==> src/rtl/countdown_timer_pkg.sv <==
// Shared definitions for the countdown timer: FSM state encodings
// and the default counter width.
package timer_pkg;

    localparam int DEF_WIDTH = 8;

    typedef logic [1:0] state_t;

    localparam state_t IDLE    = 2'd0;
    localparam state_t RUN     = 2'd1;
    localparam state_t EXPIRED = 2'd2;

endpackage

==> src/rtl/countdown_timer_if.sv <==
// Control/status bundle of the countdown timer.
// master: load, load_value, en, auto_reload out; count, tc, busy, done in.
// slave : the timer side of the same signals.
interface countdown_timer_if
    import timer_pkg::*;
#(
    parameter int WIDTH = DEF_WIDTH
);
    logic             load;
    logic [WIDTH-1:0] load_value;
    logic             en;
    logic             auto_reload;
    logic [WIDTH-1:0] count;
    logic             tc;
    logic             busy;
    logic             done;

    modport master (
        output load, load_value, en, auto_reload,
        input  count, tc, busy, done
    );

    modport slave (
        input  load, load_value, en, auto_reload,
        output count, tc, busy, done
    );
endinterface

==> src/rtl/countdown_timer_prescaler.sv <==
// Prescaler: raises tick on every PRESCALE-th enabled cycle.
// Ports: clk, rst (sync, active high), clr (sync clear), en, tick.
module tick_prescaler #(
    parameter int PRESCALE = 1
) (
    input  logic clk,
    input  logic rst,
    input  logic clr,
    input  logic en,
    output logic tick
);
    localparam int CW = $clog2(PRESCALE) + 1;
    localparam logic [CW-1:0] LAST = CW'(PRESCALE - 1);

    logic [CW-1:0] r_cnt;

    // With PRESCALE=1 the counter never leaves 0, so tick == en.
    assign tick = en && (r_cnt == LAST);

    always_ff @(posedge clk) begin
        if (rst || clr) begin
            r_cnt <= '0;
        end else if (en) begin
            if (r_cnt == LAST) begin
                r_cnt <= '0;
            end else begin
                r_cnt <= r_cnt + CW'(1);
            end
        end
    end
endmodule

==> src/rtl/countdown_timer.sv <==
// Loadable down-counting timer with prescaler, one-shot/auto-reload
// and a registered one-cycle terminal-count pulse.
// Ports: clk, rst (sync, active high), bus (countdown_timer_if.slave).
module countdown_timer
    import timer_pkg::*;
#(
    parameter int WIDTH    = DEF_WIDTH,
    parameter int PRESCALE = 1
) (
    input  logic               clk,
    input  logic               rst,
    countdown_timer_if.slave   bus
);
    state_t           r_state;
    logic [WIDTH-1:0] r_count;
    logic [WIDTH-1:0] r_reload;
    logic             r_tc;

    logic w_run;
    logic w_tick;

    assign w_run = (r_state == RUN);

    // A load restarts the prescaler phase; leaving RUN also clears it.
    tick_prescaler #(
        .PRESCALE (PRESCALE)
    ) u_pre (
        .clk  (clk),
        .rst  (rst),
        .clr  (bus.load || !w_run),
        .en   (bus.en && w_run),
        .tick (w_tick)
    );

    always_ff @(posedge clk) begin
        if (rst) begin
            r_state  <= IDLE;
            r_count  <= '0;
            r_reload <= '0;
            r_tc     <= 1'b0;
        end else if (bus.load) begin
            r_count  <= bus.load_value;
            r_reload <= bus.load_value;
            r_tc     <= 1'b0;
            r_state  <= (bus.load_value != '0) ? RUN : IDLE;
        end else begin
            r_tc <= 1'b0;
            case (r_state)
                RUN: begin
                    if (w_tick) begin
                        // count is >=1 in RUN; 1 is the terminal value
                        if (r_count > WIDTH'(1)) begin
                            r_count <= r_count - WIDTH'(1);
                        end else if (bus.auto_reload) begin
                            r_count <= r_reload;
                            r_tc    <= 1'b1;
                        end else begin
                            r_count <= '0;
                            r_tc    <= 1'b1;
                            r_state <= EXPIRED;
                        end
                    end
                end
                EXPIRED: r_count <= '0;
                IDLE:    r_count <= r_count;
                default: r_state <= IDLE;
            endcase
        end
    end

    assign bus.count = r_count;
    assign bus.tc    = r_tc;
    assign bus.busy  = w_run;
    assign bus.done  = (r_state == EXPIRED);
endmodule

==> src/flat_wrapper.sv <==
// flat-port wrapper written by rule: the top's interface ports become plain ports
module countdown_timer_flat import timer_pkg::*;
#(
    parameter int WIDTH    = DEF_WIDTH,
    parameter int PRESCALE = 1
)
  (clk, rst, bus_load, bus_load_value, bus_en, bus_auto_reload, bus_count, bus_tc, bus_busy, bus_done);
  countdown_timer_if #(.WIDTH(WIDTH)) bus_i ();
  input  logic clk;
  input  logic rst;
  input wire logic [$bits(bus_i.load)-1:0] bus_load;
  input wire logic [$bits(bus_i.load_value)-1:0] bus_load_value;
  input wire logic [$bits(bus_i.en)-1:0] bus_en;
  input wire logic [$bits(bus_i.auto_reload)-1:0] bus_auto_reload;
  output wire logic [$bits(bus_i.count)-1:0] bus_count;
  output wire logic [$bits(bus_i.tc)-1:0] bus_tc;
  output wire logic [$bits(bus_i.busy)-1:0] bus_busy;
  output wire logic [$bits(bus_i.done)-1:0] bus_done;
  assign bus_i.load = bus_load;
  assign bus_i.load_value = bus_load_value;
  assign bus_i.en = bus_en;
  assign bus_i.auto_reload = bus_auto_reload;
  assign bus_count = bus_i.count;
  assign bus_tc = bus_i.tc;
  assign bus_busy = bus_i.busy;
  assign bus_done = bus_i.done;
  countdown_timer #(.WIDTH(WIDTH), .PRESCALE(PRESCALE)) u_core (.clk(clk), .rst(rst), .bus(bus_i));
endmodule
==> config.mk <==
export PLATFORM = sky130hd
export DESIGN_NAME = countdown_timer_flat
export DESIGN_NICKNAME = d
export VERILOG_FILES = /design/src/rtl/countdown_timer_pkg.sv /design/src/rtl/countdown_timer_if.sv /design/src/rtl/countdown_timer_prescaler.sv /design/src/rtl/countdown_timer.sv /design/src/flat_wrapper.sv
export SDC_FILE = /design/constraint.sdc
export NUM_CORES = 1
export LEC_CHECK = 0
export CORE_MARGIN = 5
export CORE_UTILIZATION = 45
export DETAILED_ROUTE_END_ITERATION = 12
export HOLD_SLACK_MARGIN = 0.12
export PLACE_DENSITY = 0.83
export RECOVER_POWER = 25
export SLEW_MARGIN = 20
export SYNTH_ARGS = -nofsm -noshare
export SYNTH_HDL_FRONTEND = slang
export SYNTH_HIERARCHICAL = 1
export SYNTH_SLANG_ARGS = --single-unit
==> constraint.sdc <==
create_clock -name clk -period 1.9 [get_ports clk]
set_input_delay 0.57 -clock clk [delete_from_list [all_inputs] [get_ports clk]]
set_output_delay 0.57 -clock clk [all_outputs]
set_load 0.005 [all_outputs]
==> flow_metrics.env <==
export IMPL_status="finished, violations left"
export IMPL_violations="setup timing"
export IMPL_synthCells=129
export IMPL_switching_share_pct=32.11
export IMPL_wl_per_cell_um=17.10
export IMPL_p_seq_share_pct=42.3
export IMPL_diodes=0
export IMPL_rows=18
export IMPL_synthTopCellsByCount="dfxtp_1 (19), nor2_1 (14), a21oi_1 (12), nand2_1 (8), nand2b_1 (8)"
export IMPL_period_share_pct=100.5
export IMPL_vias=1219
export IMPL_ys_flop_type="dfxtp_1"
export IMPL_r2r_start="u_core/bus.count[3]$_SDFFE_PP0P_"
export IMPL_timing_rr_end="u_core/bus.count[3]$_SDFFE_PP0P_"
export IMPL_holdPathStages=2
export IMPL_die_x_um=59.83
export IMPL_avgSynthCellArea_sq_um=8.661
export IMPL_antenna_found_initial=0
export IMPL_drv_slew=0
export IMPL_coreArea_sq_um=2432
export IMPL_grt_pass1_vias=1233
export IMPL_tightestPinTransition_ps=427.1
export IMPL_fmaxAchievable_mhz=523.7
export IMPL_yosysMostFrequentCell="dfxtp_1"
export IMPL_cp_arrival_ps=2100
export IMPL_period_minus_slack_ps=1910
export IMPL_setup_viol=1
export IMPL_cts_root_buf="clkbuf_4"
export IMPL_ys_seq_area_share_pct=34.04
export IMPL_cpLargestDelayFamily="simple AND/OR/NAND/NOR gates"
export IMPL_track_usage_pct=21.22
export IMPL_intPower_mw=0.7161
export IMPL_path_max_fanout=7
export IMPL_synth_edf_count=0
export IMPL_relSlewSlack_pct=71.44
export IMPL_dieArea_sq_um=3580
export IMPL_die_h_um=59.83
export IMPL_synthArstFlopShare_pct=0
export IMPL_vias_per_cell=5.917
export IMPL_worst_slack_ps=-9.601
export IMPL_routed_wl_um=3523
export IMPL_ys_ff_latch=19
export IMPL_grt_overflow=0
export IMPL_start_util_pct=45.94
export IMPL_endpoint_kind="register"
export IMPL_synth_top_cell_area_share_pct=34.04
export IMPL_hold_start="u_core/r_reload[5]$_SDFFE_PP0P_"
export IMPL_switchingPower_mw=0.3386
export IMPL_synth_cell_type_count=43
export IMPL_crit_required_ps=2090
export IMPL_postRouteAntennaNets=0
export IMPL_r2r_slack_ps=-10
export IMPL_numCtsBuffers=3
export IMPL_timing_setup_tns_ps=-9.601
export IMPL_crit_slowest_cell="or4_4"
export IMPL_start_kind="register"
export IMPL_finClkSkew_ps=3.154
export IMPL_crit_top_cell="a31oi_1"
export IMPL_clkLatencyLatePin_ps=310
export IMPL_clock_sinks=19
export IMPL_yosysTopAreaCell="dfxtp_1"
export IMPL_cpPeakStageDelay_ps=560
export IMPL_clk_path_buf_depth=2
export IMPL_grt_start_max_net_pins=13
export IMPL_clockPowerShare_pct=20.3
export IMPL_synth_fp_nets=144
export IMPL_synthTopCellsByArea="dfxtp_1 (34%), a21oi_1 (5.4%), nor2_1 (4.7%), mux2i_1 (4.5%), nand2b_1 (4.5%)"
export IMPL_rr_worst_depth=7
export IMPL_htreeDepth=1
export IMPL_initialDrtViolationCount=48
export IMPL_drv_cap=0
export IMPL_path_class="reg2reg"
export IMPL_path_clk_slew_ps=110
export IMPL_routabilityCongestion=0.9073
export IMPL_fin_nets=192
export IMPL_whs_endpoint="u_core/r_reload[5]$_SDFFE_PP0P_"
export IMPL_power_mw=1.055
export IMPL_path_buf_inv=2
export IMPL_layout_drive_gt1_share_pct=36.36
export IMPL_ys_warn_count=6
export IMPL_firstDrtPassIters=4
export IMPL_rsz0062_at_grt="true"
export IMPL_hold_viol_final=0
export IMPL_portBuffers=23
export IMPL_power_leakage_nw=0.6810
export IMPL_top_level_ports=24
export IMPL_hold_path_class="reg2reg"
export IMPL_peakVddDrop_mv=0.4710
export IMPL_p_per_area_nw_per_um2=639.6
export IMPL_cts_tree="done"
export IMPL_grt_pass1_wl_um=5637
export IMPL_synth_area_sq_um=1117
export IMPL_area_growth_pct=47.59
export IMPL_drc_errors=0
export IMPL_crit_chain="or4_4, nor4_4, buf_12, buf_6, nor2_2, a31oi_1, a31oi_1"
export IMPL_hpwl_um=2508
export IMPL_combPwrFrac_pct=37.4
==> metal layers <==
metal / GRT usage [%] / up-vias / wire (um)
met2: 36.27 / 52 / 1795
li1: - / 570 / -
met3: 2.160 / 13 / 198
met5: 0 / - / 0
met4: 14.87 / 0 / 130
met1: 24.38 / 584 / 1398
==> cell families (layout without fill, tap and decap cells) <==
logic type,Yosys count,in the layout,synth area share (%)
compound gates,37,37,22.73
xor+xnor,3,3,2.352
fa+ha+maj,2,2,2.239
buf+inv,10,57,7.503
flops,19,19,34.04
mux,5,5,4.479
simple gates,53,53,26.65
==> worst max-delay path by stage <==
stage                                        to                              from  cells after the start
2_1_floorplan  u_core/bus.count[5]$_SDFFE_PP0P_  u_core/bus.count[2]$_SDFFE_PP0P_                      5
3_3_place_gp   u_core/bus.count[0]$_SDFFE_PP0P_                          bus_load                      6
3_5_place_dp   u_core/bus.count[1]$_SDFFE_PP0P_                          bus_load                      6
4_1_cts        u_core/bus.count[3]$_SDFFE_PP0P_  u_core/bus.count[3]$_SDFFE_PP0P_                      7
5_1_grt        u_core/bus.count[0]$_SDFFE_PP0P_  u_core/bus.count[3]$_SDFFE_PP0P_                      6
6_report       u_core/bus.count[3]$_SDFFE_PP0P_  u_core/bus.count[3]$_SDFFE_PP0P_                      7
==> sequential cells by signal (all words and copies together), names as in the netlist <==
register	count
u_core/bus.tc	1
u_core/r_reload	8
u_core/bus.count	8
u_core/r_state	2
==> through the flow <==
step | std cells | utilization, % | worst slack (ps) | hold slack [ps] | instance area, sq um
after floorplan | 129 | - | 87.21 | 450.4 | 1117
after global placement | 199 | 61.88 | -96.56 | 463.3 | 1505
after detailed placement | 199 | 61.88 | -126.9 | 469.0 | 1505
after CTS | 205 | 65.48 | -78.88 | 486.9 | 1593
after global routing | 206 | 67.80 | -76.10 | 518.4 | 1649
final | 206 | 67.80 | -9.601 | 487.6 | 1649
==> what timing repair did <==
item | in CTS | in global routing
hold buffers | 0 | 0
setup endpoints to repair | 6 | 14
resized for setup | 14 | 18
setup buffers | 2 | 1
pin swaps | 9 | 9
==> power by group through the flow <==
stage | Combinational, mW | Sequential (mW) | Clock, mW
2_1_floorplan | 0.179 | 0.457 | 0
3_3_place_gp | 0.317 | 0.450 | 0
3_5_place_dp | 0.332 | 0.452 | 0
4_1_cts | 0.370 | 0.444 | 0.210
5_1_grt | 0.420 | 0.450 | 0.234
6_report | 0.394 | 0.447 | 0.214
==> area by class of cell <==
type / instances / area (sq um)
clock buffers: 4 / 26.28
well taps: 30 / 37.54
fillers: 188 / 783.3
repair buffers: 50 / 452.9
multi-input cells: 100 / 732.0
inverters: 3 / 11.26
flip-flops and latches: 19 / 389.1
==> placed cells by master, fill, tap and decap left out, drive strengths merged, types with 7 or more instances in the layout <==
cell type,instances
a21oi,12
buf,26
clkdlybuf4s50,18
dfxtp,19
nand2,8
nand2b,8
nor2,14
o21ai,7
==> worst reg2reg max path, stage by stage (launching register included) <==
cell and delay (ps):
dfxtp_2 330, or4_4 560, nor4_4 290, buf_12 170
buf_6 110, nor2_2 30, a31oi_1 190, a31oi_1 120
Note: power is estimated with default switching activity, not from simulation.
